==> config.mk <==
export PLATFORM = sky130hd
export DESIGN_NAME = pc_stack
export DESIGN_NICKNAME = d
export VERILOG_FILES = /design/src/rtl/data_path_muxs_pkg.sv /design/src/rtl/ras_lifo.sv /design/src/rtl/pc_stack.sv
export SDC_FILE = /design/constraint.sdc
export NUM_CORES = 1
export LEC_CHECK = 0
export ABC_AREA = 0
export CAP_MARGIN = 0
export CORE_MARGIN = 2
export CORE_UTILIZATION = 47
export CTS_BUF_LIST = sky130_fd_sc_hd__clkbuf_2
export DETAILED_ROUTE_END_ITERATION = 6
export PLACE_DENSITY = 0.73
export SLEW_MARGIN = 20
export SYNTH_ARGS = -nofsm -noshare
export SYNTH_HDL_FRONTEND = slang
export SYNTH_SLANG_ARGS = --single-unit
==> constraint.sdc <==
create_clock -name CLK -period 5.15 [get_ports CLK]
set_clock_uncertainty 0.15 [all_clocks]
set_input_delay 1.03 -clock CLK [delete_from_list [all_inputs] [get_ports CLK]]
set_output_delay 1.03 -clock CLK [all_outputs]
set_load 0.03 [all_outputs]
==> src/rtl/data_path_muxs_pkg.sv <==
// Select encodings for data-path multiplexers, including the next-PC mux.
package data_path_muxs_pkg;

  localparam int PC_SEL_W = 3;

  // Encodings 5..7 are unused and fall back to sequential fetch.
  typedef enum logic [PC_SEL_W-1:0] {
    PC_SEQ = 3'd0,
    PC_BR  = 3'd1,
    PC_JMP = 3'd2,
    PC_JR  = 3'd3,
    PC_RET = 3'd4
  } pc_mux_input_selection;

endpackage

==> src/rtl/ras_lifo.sv <==
// Circular return-address stack. A push when full overwrites the oldest
// entry, so pops always come back newest-first and at most RAS_DEPTH
// addresses survive. ptr indexes the next free slot; the top entry sits at
// ptr-1. Entry storage is never reset: count alone decides validity.
module ras_lifo #(
  parameter int PC_W      = 32,
  parameter int RAS_DEPTH = 4
) (
  input  logic            clk,
  input  logic            rst,
  input  logic            push,
  input  logic            ret_req,
  input  logic [PC_W-1:0] push_data,
  output logic [PC_W-1:0] top_data,
  output logic            empty,
  output logic            full,
  output logic            ovf,
  output logic            miss
);

  localparam int PTR_W = $clog2(RAS_DEPTH);
  localparam int CNT_W = PTR_W + 1;
  localparam logic [PTR_W-1:0] PTR_ONE = PTR_W'(1);
  localparam logic [CNT_W-1:0] CNT_ONE = CNT_W'(1);
  localparam logic [CNT_W-1:0] CNT_MAX = CNT_W'(RAS_DEPTH);

  logic [PC_W-1:0]  mem [RAS_DEPTH];
  logic [PTR_W-1:0] ptr;
  logic [PTR_W-1:0] top_idx;
  logic [CNT_W-1:0] count;
  logic             pop;

  assign empty    = (count == '0);
  assign full     = (count == CNT_MAX);
  assign top_idx  = ptr - PTR_ONE;
  assign top_data = mem[top_idx];
  // A push wins if both are ever requested together; the caller keeps them exclusive.
  assign pop      = ret_req && !push && !empty;

  // Pointer, occupancy and the one-cycle status pulses.
  always_ff @(posedge clk or posedge rst) begin
    if (rst) begin
      ptr   <= '0;
      count <= '0;
      ovf   <= 1'b0;
      miss  <= 1'b0;
    end else begin
      ovf  <= push && full;
      miss <= ret_req && !push && empty;
      if (push) begin
        ptr <= ptr + PTR_ONE;
        if (!full) count <= count + CNT_ONE;
      end else if (pop) begin
        ptr   <= ptr - PTR_ONE;
        count <= count - CNT_ONE;
      end
    end
  end

  // Entry storage; written at the free slot, which is the oldest entry when full.
  always_ff @(posedge clk) begin
    if (push) mem[ptr] <= push_data;
  end

endmodule

==> src/rtl/pc_stack.sv <==
// Program counter with next-PC mux and a return-address stack for
// linked jumps. Update priority: RST, then redirect, then pc_wait, then PCSrc.
module pc_stack
  import data_path_muxs_pkg::*;
#(
  parameter int              PC_W       = 32,
  parameter logic [PC_W-1:0] RESET_ADDR = '0,
  parameter int              RAS_DEPTH  = 4
) (
  input  logic                CLK,
  input  logic                RST,
  input  logic                pc_wait,
  input  logic [PC_SEL_W-1:0] PCSrc,
  input  logic [15:0]         br_addr,
  input  logic [25:0]         jmp_addr,
  input  logic [PC_W-1:0]     jr_addr,
  input  logic                link,
  input  logic                redirect,
  input  logic [PC_W-1:0]     redirect_addr,
  output logic [PC_W-1:0]     imemaddr,
  output logic [PC_W-1:0]     npc,
  output logic                ras_empty,
  output logic                ras_full,
  output logic                ras_ovf,
  output logic                ras_miss
);

  localparam logic [PC_W-1:0] PC_STEP = PC_W'(4);

  logic [PC_W-1:0] pc_q;
  logic [PC_W-1:0] pc_next;
  logic [PC_W-1:0] br_off;
  logic [PC_W-1:0] br_target;
  logic [PC_W-1:0] jmp_target;
  logic [PC_W-1:0] ras_top;
  logic            advance;
  logic            ras_push;
  logic            ras_ret;

  assign imemaddr   = pc_q;
  assign npc        = pc_q + PC_STEP;
  assign br_off     = {{(PC_W-18){br_addr[15]}}, br_addr, 2'b00};
  assign br_target  = npc + br_off;
  assign jmp_target = {npc[PC_W-1:28], jmp_addr, 2'b00};

  // The stack only moves on cycles where the PC takes its PCSrc choice.
  assign advance  = !redirect && !pc_wait;
  assign ras_push = advance && (PCSrc == PC_JMP) && link;
  assign ras_ret  = advance && (PCSrc == PC_RET);

  // Next-PC selection; a return with an empty stack falls back to jr_addr.
  always_comb begin
    pc_next = npc;
    case (PCSrc)
      PC_BR:   pc_next = br_target;
      PC_JMP:  pc_next = jmp_target;
      PC_JR:   pc_next = jr_addr;
      PC_RET:  pc_next = ras_empty ? jr_addr : ras_top;
      default: pc_next = npc;
    endcase
  end

  // PC register: redirect overrides a stall, a stall holds the PC.
  always_ff @(posedge CLK or posedge RST) begin
    if (RST) begin
      pc_q <= RESET_ADDR;
    end else if (redirect) begin
      pc_q <= redirect_addr;
    end else if (!pc_wait) begin
      pc_q <= pc_next;
    end
  end

  ras_lifo #(
    .PC_W      (PC_W),
    .RAS_DEPTH (RAS_DEPTH)
  ) u_ras (
    .clk       (CLK),
    .rst       (RST),
    .push      (ras_push),
    .ret_req   (ras_ret),
    .push_data (npc),
    .top_data  (ras_top),
    .empty     (ras_empty),
    .full      (ras_full),
    .ovf       (ras_ovf),
    .miss      (ras_miss)
  );

endmodule
==> key figures <==
Clock network
  • Post-CTS setup repair buffer count: 0
  • Number of clock sinks seen by CTS: 167
  • TritonCTS Buffers: 17
  • H-Tree Level Count: 4
  • Clock Latency Late Sink: 760 ps
  • Root buffer selected by CTS: clkbuf_2
  • Clock transition at the registers of the reported paths: 260 ps
  • TritonCTS clock tree: yes
  • Clock Tree Buf Depth: 2

Critical path
  • Launching element type of the critical path: flop
  • Arrival time reported for the critical path endpoint: 3790 ps
  • Worst EP required: 3970 ps
  • Library cell contributing the largest single delay on the critical path: clkdlybuf4s50_1
  • Crit path kind: flop to output port
  • Max stage delay on crit path: 780 ps
  • Cells traversed along the worst timing path: and4_1 -> and3_1 -> nand3b_1 -> nor2_1 -> xor2_1 -> clkdlybuf4s50_1
  • Kind of end point of the critical path: output port
  • Biggest fanout along the worst timing path: 8
  • Setup slack on the worst flop-to-flop path: 480 ps

Synth
  • Combinational family with the most area after synthesis: compound AO/OA/AOI/OAI gates
  • Share of the yosys chip area belonging to registers: 47.82%
  • Count of flip-flops with a built-in enable after synthesis: 128
  • Top flip-flop cell by instance count after synthesis: edfxtp_1
  • Gate Count Post-Synth: 952
  • Synthesized-area fraction occupied by ao, oa, aoi and oai cells: 16.25%
  • Adder-cell share of the synthesized area: 5.115%
  • Mapped Avg Cell Area: 10.59 sq um
  • Post-synthesis share of cell area spent on xor and xnor gates: 4.420%
  • Ys async rst share: 23.35%
  • Simple-gate area share of the yosys netlist: 14.66%
  • Flip-flop and latch count after synthesis: 167
  • Post-synthesis mux area share: 8.405%
  • Count of cell types in the netlist: 80
  • Area of the mapped netlist: 10080 sq um
  • Count of synthesis-stage warnings from yosys: 0
  • Net count of the mapped netlist: 1106

Power and ir drop
  • Total power per unit cell area: 350.3 nW/um^2
  • Total power consumption of the routed design: 4.399 mW
  • Net Switching: 1.722 mW
  • Gate power share: 44.8%
  • Standby leakage power: 4.771 nW
  • Design internal power: 2.676 mW
  • Part of the power in the clock network: 18.3%
  • Switching power as a share of total power: 39.16%
  • Power share of the sequential group: 36.9%
  • Worst VDD drop: 190.6 uV

Drt
  • Routed length on met1: 13.32 mm
  • Met2 WL post-DR: 15.10 mm
  • Number of nets with antenna violations after routing: 0
  • Wirelength, routed: 32.59 mm
  • DR iter-0 viols: 775
  • Uppermost signal routing layer after detailed routing: met4
  • Routed length on met3: 3.071 mm
  • Per-cell via count in the routed design: 6.118
  • Total number of vias: 8663
  • Number of remaining DRC errors: 0
  • Detailed-router iteration count before antenna repair: 5
  • Average wire length per cell after detail routing: 23.02 um

Place
  • Gpl congestion: 0.9378
  • Placement Cell Area: 12210 sq um
  • Total of buffers placed on input and output ports: 181
  • Final HPWL from detailed placement: 22.60 mm
  • Post-Place Setup Slack: 571.4 ps

Cells and area
  • Synthesis-to-finish area growth: 24.59%
  • Fraction of final layout cells sized beyond drive strength 1: 11.23%
  • Total Nets Final: 1281
  • Commonest cells after routing, fill and taps aside: clkdlybuf4s50_1, edfxtp_1, nand2_1
  • Final-layout fill cell count: 1757
  • Area of all placed cells without fillers: 12560 sq um
  • Most common cell after layout, fill and taps aside: clkdlybuf4s50_1

STA
  • Setup TNS: 0 ps
  • Worst-margin pin slew: 1096 ps
  • Max-slew violation count: 0
  • Final critical delay including setup and external delays: 4972 ps
  • Fmax: 0.2011 GHz
  • Setup repair after global routing missed its margin: false
  • Final Hold Vio Count: 0
  • Count of endpoints failing setup in the final report: 0
  • Final cycle utilization of the critical path: 96.54%
  • Slack of the critical path: 178.1 ps
  • Worst max-slew margin expressed relative to the limit: 26.90%
  • Fin Hold WS: 345.1 ps

Die
  • Chip height: 150.4 um
  • Total die area: 22630 sq um
  • Placeable core region: 21020 sq um
  • Starting density of the core: 47.94%
  • I/O Pins: 182
  • Horizontal extent of the die: 150.4 um
  • Cell row count: 53

GRT
  • Pin count of the biggest net entering global routing: 66
  • Global Route Usage Sum: 28.99%
  • Grt total ovfl: 0
  • Number of antenna violations at the first check in global routing: 1
  • Vias in the first global route: 8390
  • Wire length of the first global-routing pass: 48.55 mm

Run status
  • Result of the run: completed

Run
  • Max capacitance violation total: 0

Worst hold path
  • Class of the tightest hold or removal check: flop to flop
-- cells by family after synthesis --
| family | after synthesis |
|---|---|
| multiplexers | 44 |
| adder cells (fa/ha/maj) | 40 |
| flip-flops | 167 |
| buffers and inverters | 78 |
| AO/OA/AOI/OAI | 260 |
| AND/OR/NAND/NOR | 313 |
| XOR/XNOR | 50 |
-- synth_stat cells (12+ instances only) --
cell      count  share of area (%)
nor2_1       79                2.9
and3_1       12               0.74
o21ai_0      54                2.7
dfrtp_1      39                9.7
o211ai_1     12               0.89
xor2_1       21                1.8
a21o_1       16                1.2
a31oi_1      15               0.93
ha_1         38                4.7
mux4_2       32                7.2
xnor2_1      28                2.4
nand2_1     126                4.7
nand3_1      25                1.2
clkbuf_1     36                1.3
inv_1        24               0.89
edfxtp_1    128                 38
a21oi_1      86                4.3
-- final timing paths --
check                                     from             end  cells past startpoint
max in group asynchronous                  RST    u_ras.ptr[0]                      2
worst min register to register  u_ras.count[2]  u_ras.count[2]                      1
worst min-delay path            u_ras.count[2]  u_ras.count[2]                      1
worst max-delay path              imemaddr[16]         npc[29]                      6
worst max register to register     imemaddr[3]    imemaddr[31]                     15
min in group asynchronous                  RST  u_ras.count[2]                      2
-- flip-flops by register name (all words and copies together) (netlist names) --
name / flops
imemaddr: 32
u_ras.count: 3
u_ras.mem: 128
u_ras.miss: 1
u_ras.ovf: 1
u_ras.ptr: 2
-- per-layer routing --
metal | vias up | global-route usage [%]
met4 | 0 | 11.98
li1 | 3911 | -
met5 | - | 0
met3 | 68 | 6.212
met1 | 4199 | 39.40
met2 | 485 | 45.36
-- area by class of cell --
class	instances	area [sq um]	area share [%]
Tap cell	275	344.1	2.740
Timing Repair Buffer	210	2034	16.20
Clock inverter	15	187.7	1.495
Sequential cell	167	4821	38.39
Multi-Input combinational cell	707	4991	39.75
Clock buffer	17	85.08	0.6776
Inverter	24	91.34	0.7274
Antenna cell	1	2.502	0.01993
-- worst max-delay path, delay by kind of cell (launching register included) --
kind / cells / cell delay, ps
xor+xnor: 1 / 510
simple gates: 4 / 1070
buf+inv: 1 / 780
flops: 1 / 650
-- power groups by stage --
stage / logic (mW) / registers [mW] / clock network, mW
6_report: 1.97 / 1.63 / 0.805
5_1_grt: 2.11 / 1.64 / 0.867
4_1_cts: 1.96 / 1.62 / 0.813
3_5_place_dp: 1.95 / 1.65 / 0
3_3_place_gp: 1.93 / 1.65 / 0
2_1_floorplan: 1.25 / 1.69 / 0
-- repair_timing --
action / 4_1_cts / 5_1_grt
hold buffers: 0 / 0
pin swaps: 0 / 0
gates resized for setup: 3 / 9
endpoints found under the setup margin: 3 / 8
-- stage by stage --
stage	std cells	util (%)
after floorplan	952	-
after global placement	1383	58.09
after detailed placement	1383	58.09
after CTS	1415	59.49
after global routing	1416	59.73
final	1416	59.73
(Power assumes the default switching activity.)
